## src/rtl/bomb_session_ctrl.sv

```systemverilog
// bomb_session_ctrl: bomb countdown, strike/stage counting and win/lose decision for one game session.
// Optional build macro BOMB_SESSION_PENALTY_EN: wrong verdicts also cost PENALTY_SECONDS of countdown.
module bomb_session_ctrl #(
  parameter int TICK_DIV = 50_000_000,
  parameter int START_SECONDS = 60,
  parameter int MAX_STRIKES = 3,
  parameter int STAGES_TO_WIN = 4,
  parameter int PENALTY_SECONDS = 10
) (
  input  logic       CLK,
  input  logic       RST,
  input  logic       start_btn,
  input  logic [1:0] checklight,
  output logic       game_enable,
  output logic       new_round,
  output logic [7:0] seconds_left,
  output logic [1:0] strikes,
  output logic [2:0] stages_cleared,
  output logic [1:0] state
);
  localparam int DW = $clog2(TICK_DIV);
  typedef enum logic [1:0] {IDLE = 2'b00, ARMED = 2'b01, DEFUSED = 2'b10, EXPLODED = 2'b11} state_t;
  state_t st;
  logic start_q;
  logic [1:0] cl_q;
  logic [DW-1:0] div;
  logic start_ev, correct, wrong, tick, win, out;
  logic [7:0] sec_t, sec_n;
`ifdef BOMB_SESSION_PENALTY_EN
  localparam logic [7:0] PEN = 8'(PENALTY_SECONDS);
`else
  logic unused_pen;
  assign unused_pen = ^8'(PENALTY_SECONDS);
`endif
  assign state = st;
  always_comb begin
    start_ev = start_btn & ~start_q;
    correct = cl_q == 2'b00 && checklight == 2'b01;
    wrong = cl_q == 2'b00 && checklight == 2'b10;
    tick = div == DW'(TICK_DIV - 1);
    sec_t = tick ? seconds_left - 8'd1 : seconds_left;
`ifdef BOMB_SESSION_PENALTY_EN
    sec_n = wrong ? (sec_t > PEN ? sec_t - PEN : 8'd0) : sec_t;
`else
    sec_n = sec_t;
`endif
    win = correct && (stages_cleared + 3'd1 == 3'(STAGES_TO_WIN));
    out = wrong && (strikes + 2'd1 == 2'(MAX_STRIKES));
  end
  always_ff @(posedge CLK) begin
    if (RST) begin
      st <= IDLE;
      game_enable <= 1'b0;
      new_round <= 1'b0;
      seconds_left <= 8'(START_SECONDS);
      strikes <= 2'd0;
      stages_cleared <= 3'd0;
      start_q <= 1'b0;
      cl_q <= 2'b00;
      div <= '0;
    end else begin
      start_q <= start_btn;
      cl_q <= checklight;
      new_round <= 1'b0;
      if (st != ARMED && start_ev) begin
        st <= ARMED;
        game_enable <= 1'b1;
        new_round <= 1'b1;
        seconds_left <= 8'(START_SECONDS);
        strikes <= 2'd0;
        stages_cleared <= 3'd0;
        div <= '0;
      end else if (st == ARMED) begin
        div <= tick ? '0 : div + DW'(1);
        seconds_left <= sec_n;
        if (correct) stages_cleared <= stages_cleared + 3'd1;
        if (wrong) strikes <= strikes + 2'd1;
        // Win outranks both explosion causes; a non-final correct answer asks for fresh screens.
        if (win) begin
          st <= DEFUSED;
          game_enable <= 1'b0;
        end else if (out || sec_n == 8'd0) begin
          st <= EXPLODED;
          game_enable <= 1'b0;
        end else
          new_round <= correct;
      end
    end
  end
endmodule
```

## config.mk

```make
export PLATFORM = sky130hd
export DESIGN_NAME = bomb_session_ctrl
export DESIGN_NICKNAME = d
export VERILOG_FILES = /design/src/rtl/bomb_session_ctrl.sv
export SDC_FILE = /design/constraint.sdc
export NUM_CORES = 1
export LEC_CHECK = 0
export BUFFER_PORTS_ARGS = -buffer_cell sky130_fd_sc_hd__buf_4
export CAP_MARGIN = 5
export CORE_MARGIN = 4
export CORE_UTILIZATION = 50
export CTS_CLUSTER_DIAMETER = 80
export DETAILED_ROUTE_END_ITERATION = 6
export GPL_TIMING_DRIVEN = 1
export PLACE_DENSITY = 0.78
export SLEW_MARGIN = 10
export SYNTH_ARGS = -nofsm -noshare
export SYNTH_HDL_FRONTEND = slang
export SYNTH_SLANG_ARGS = --single-unit
```

## constraint.sdc

```tcl
create_clock -name CLK -period 2.15 [get_ports CLK]
set_clock_uncertainty 0.05 [all_clocks]
set_input_delay 0.215 -clock CLK [delete_from_list [all_inputs] [get_ports CLK]]
set_output_delay 0.215 -clock CLK [all_outputs]
set_load 0.01 [all_outputs]
```

Word-level counts from Yosys, hierarchy flattened
Index checks and enable logic that the tools add are counted.
{ "word_totals": {"register_bits": 46} }
{ "classes": {"bitwise_logic": 2, "muxes": 14, "reduce_logical": 16, "addsub": 4, "eq_ne": 7} }
{ "ops": {"columns": ["operator", "n"], "rows": [
  ["$add 26x1->26 const B", 1],
  ["$eq 26x26->1 const B", 1],
  ["$mux 26", 1],
  ["$mux 1", 10],
  ["$logic_not 8->1", 1],
  ["$mux 8", 1],
  ["$reduce_and 2->1", 4],
  ["$sub 8x1->8 const B", 1],
  ["$logic_and 1x1->1", 5],
  ["$eq 2x1->1 const B", 2],
  ["$eq 2x2->1 const B", 2],
  ["$mux 2", 2],
  ["$reduce_bool 2->1", 2],
  ["$add 3x1->3 const B", 1],
  ["$eq 3x3->1 const B", 1],
  ["$reduce_bool 3->1", 1],
  ["$add 2x1->2 const B", 1],
  ["$logic_not 2->1", 1],
  ["$ne 2x1->1 const B", 1],
  ["$reduce_or 2->1", 1],
  ["$and 1x1->1", 1],
  ["$logic_or 1x1->1", 1],
  ["$not 1->1", 1]
]} }

Logic depth before layout (Yosys ltp)
{ "depth": {"ltp_word": 8, "mapped_depth": 7, "mapped_depth_nobuf": 7} }

Worst setup path before layout
Ideal clock, no wire load.
{ "synth_timing": {"path_type": "register to register", "startpoint": "register div[11]", "endpoint": "register seconds_left[3]", "path_buffers": 0, "arrival_time_ps": 1815, "required_ps": 2038, "slack_ps": 224, "path_stages_with_launch": 6, "period_less_slack_ps": 1926, "setup_time_ps": 62, "cell_sequence": "dfxtp_1 or4_4 nor4b_4 nand3_2 or4_1 nand3_1"} }
{ "synth_via": {"elab_chain_cells": 2} }
{ "synth_lines": {"columns": ["item", "line", "text"], "rows": [
  ["start, declared", "26", "logic [DW-1:0] div;"],
  ["start signal, assigned", "74", "div <= tick ? '0 : div + DW'(1);"],
  ["$eq 26x26->1", "40", "tick = div == DW'(TICK_DIV - 1);"],
  ["$mux 8", "41", "sec_t = tick ? seconds_left - 8'd1 : seconds_left;"],
  ["end signal, assigned", "55", "seconds_left <= 8'(START_SECONDS);"],
  ["end signal, assigned", "69", "seconds_left <= 8'(START_SECONDS);"],
  ["end signal, assigned", "75", "seconds_left <= sec_n;"],
  ["end, declared", "16", "output logic [7:0] seconds_left,"]
]} }
No other way between the ends.
A chain may end at the register's enable or synchronous reset.

Worst setup path in the final report
{ "layout_timing": {"startpoint": "register div[18]", "endpoint": "register seconds_left[3]"} }
The elaborated chain is that of the path after synthesis.

==> flow_metrics.py <==
metrics = {
    "clock_tree": {
        "numClockSinks": 46,
        "max-clock-path-buffers": 2,
        "h-tree-depth": 2,
        "cts_buffers": 5,
        "post_cts_resized": 0,
        "cts-root-buf": "clkbuf_8",
        "clk_latency_ps": 300,
        "clkTransAtPathRegs_ps": 80,
        "post-cts-setup-buffer-count": 0,
        "cts_tree": "done",
        "cts_hold_buf": 0,
    },
    "floorplanning": {
        "rows": 24,
        "ioPinCount": 22,
        "fp.dieW_um": 74.8,
        "core_area_mm2": 0.00432,
        "initial_core_util_pct": 51.6,
        "dieArea_mm2": 0.00559,
        "die_y_um": 74.8,
    },
    "route": {
        "drt_wl_total_mm": 4.44,
        "drt_pass1_iterations": 4,
        "routedWlPerCell_um": 13.0,
        "viasPerCell": 5.59,
        "ant_nets": 0,
        "vias": 1913,
        "drc": 0,
        "first_iter_violations": 164,
    },
    "timing": {
        "setup_viol": 0,
        "rsz0062_at_grt": "false",
        "tightestPinTransition_ps": 361,
        "maxSlewViolCount": 0,
        "slew_headroom_pct": 75.8,
        "final.period_utilization_pct": 92.9,
        "hold_violations": 0,
        "setup_tns_ps": 0,
        "fmax_mhz": 500,
        "fin_crit_ps": 2000,
    },
    "critical_path": {
        "end_kind": "flop",
        "reg2reg_slack_ps": 150,
        "cp.arrival_ps": 2180,
        "endpoint": "seconds_left[3]$_SDFFE_PP1P_",
        "crit_fanout": 5,
        "crit_path_start_kind": "flop",
        "r2r-start": "div[18]$_SDFFE_PP0P_",
        "crit_required_ps": 2340,
        "path_class": "reg2reg",
        "r2r-end": "seconds_left[3]$_SDFFE_PP1P_",
        "reg2reg_depth": 5,
        "crit_start": "div[18]$_SDFFE_PP0P_",
    },
    "yosys": {
        "yosysWarnings": 0,
        "ys_seq_area_share_pct": 41.3,
        "synth-edff-count": 0,
        "netlist_instances": 255,
        "ys_ff_latch": 46,
        "postSynthAreaPerCell_um2": 8.75,
        "synthArstFlopShare_pct": 0,
        "ys_types": 44,
        "synth_nets": 265,
        "syn-cell-area_mm2": 0.00223,
        "ys.flop_type": "dfxtp_1",
    },
    "cells_and_area": {
        "final_cell_mix": "46 x dfxtp_1, 43 x nor2_1, 31 x buf_4",
        "num-nets-final": 299,
        "areaGrowthSynthToFinish_pct": 17.2,
        "num_antenna_cells": 0,
        "drive_above_1_share_pct": 16.6,
        "final_common_cell": "dfxtp_1",
        "fill_cells": 396,
    },
    "power_and_ir_drop": {
        "ir_drop_uv": 368,
        "power.leakage_nw": 0.997,
        "power_mw": 1.49,
        "power_density_mw_per_mm2": 569,
    },
    "placed_design": {
        "dp.final_hpwl_mm": 3.27,
        "numPortBuffers": 21,
        "gp_congestion": 0.864,
    },
    "global_routing": {
        "grt_pass1_vias": 1695,
        "antenna_found_initial": 0,
        "grt_usage_pct": 17.1,
        "grt_max_degree": 23,
        "grt_overflow": 0,
        "grt_pass1_wl_mm": 7.55,
    },
    "status": {
        "outcome": "completed",
    },
    "min_path": {
        "hold_class": "in2reg",
    },
    "run": {
        "maxCapViolations": 0,
    },
}
[Yosys cell counts (all sizes together), types with 4 or more instances]
cell type  instances  area [µm²]
dfxtp             46         921
nor2              43         161
xor2              21         184
nand3             18        95.1
nand2             13        48.8
nand4             13        87.6
xnor2             10        87.6
a21oi              7        35.0
nor2b              7        43.8
and2               6        37.5
and3               6        37.5
nor3               6        30.0
ha                 5        62.6
inv                5        18.8
o21ai              5        25.0
or3                5        31.3
and4               4        35.0
nand2b             4        25.0
[per-layer routing]
| layer | global-route usage [%] | vias up | part of all wire, % |
|---|---|---|---|
| met3 | 3.60 | 7 | 5.1 |
| li1 | - | 965 | - |
| met4 | 5.93 | 0 | 1.2 |
| met1 | 23.8 | 893 | 49 |
| met2 | 26.3 | 48 | 45 |
| met5 | 0 | - | 0 |
[state kept, by name, summed over array words and instances, names as in the netlist]
| name | cells |
|---|---|
| new_round | 1 |
| state | 2 |
| strikes | 2 |
| div | 26 |
| cl_q | 2 |
| stages_cleared | 3 |
| start_q | 1 |
| game_enable | 1 |
| seconds_left | 8 |
[cell type report]
class                           instances  area, µm²  area share (%)
Tap cell                               52       65.1            2.49
Clock inverter                          2       13.8           0.527
Multi-Input combinational cell        199       1270            48.6
Sequential cell                        46        921            35.2
Timing Repair Buffer                   32        253            9.67
Clock buffer                            6       72.6            2.78
Inverter                                5       18.8           0.718
[how the worst min path moves through the flow]
stage	startpoint	to	slack, ps	cells after the start
2_1_floorplan	checklight[0]	cl_q[0]$_SDFF_PP0_	290	1
3_3_place_gp	start_btn	start_q$_SDFF_PP0_	380	2
3_5_place_dp	RST	cl_q[1]$_SDFF_PP0_	410	2
4_1_cts	RST	cl_q[1]$_SDFF_PP0_	90	2
5_1_grt	RST	cl_q[1]$_SDFF_PP0_	80	2
6_report	RST	cl_q[1]$_SDFF_PP0_	90	2
[power breakdown]
group | internal [mW] | switching, mW | leakage (nW)
Clock | 0.230 | 0.289 | 0.0452
Sequential | 0.863 | 0.00856 | 0.372
Combinational | 0.0442 | 0.0525 | 0.580
Total | 1.14 | 0.350 | 0.997
[metrics by stage]
stage | instance area (µm²) | hold slack [ps] | setup WS [ps] | std cells | util (%)
after CTS | 2610 | 88.0 | 149 | 342 | 60.4
after global placement | 2530 | 384 | 232 | 334 | 58.4
final | 2610 | 93.9 | 152 | 342 | 60.4
after global routing | 2610 | 84.9 | 58.6 | 342 | 60.4
after floorplan | 2230 | 293 | 224 | 255 | -
after detailed placement | 2530 | 410 | 211 | 334 | 58.4
[critical path, cell delays in order, from the launching register on]
cell and delay (ps):
dfxtp_1 360, or4_4 500, nor4b_4 280, nand3_2 150, or4_1 500, nand3_1 100
[kinds of logic after synthesis]
group | count (synthesis) | synth area share (%)
AO/OA/AOI/OAI | 19 | 5.16
XOR/XNOR | 31 | 12.2
adder cells (fa/ha/maj) | 5 | 2.80
buffers and inverters | 10 | 1.79
flip-flops | 46 | 41.3
multiplexers | 3 | 1.35
AND/OR/NAND/NOR | 141 | 35.4
No activity file was read; power rests on OpenSTA's default activity.
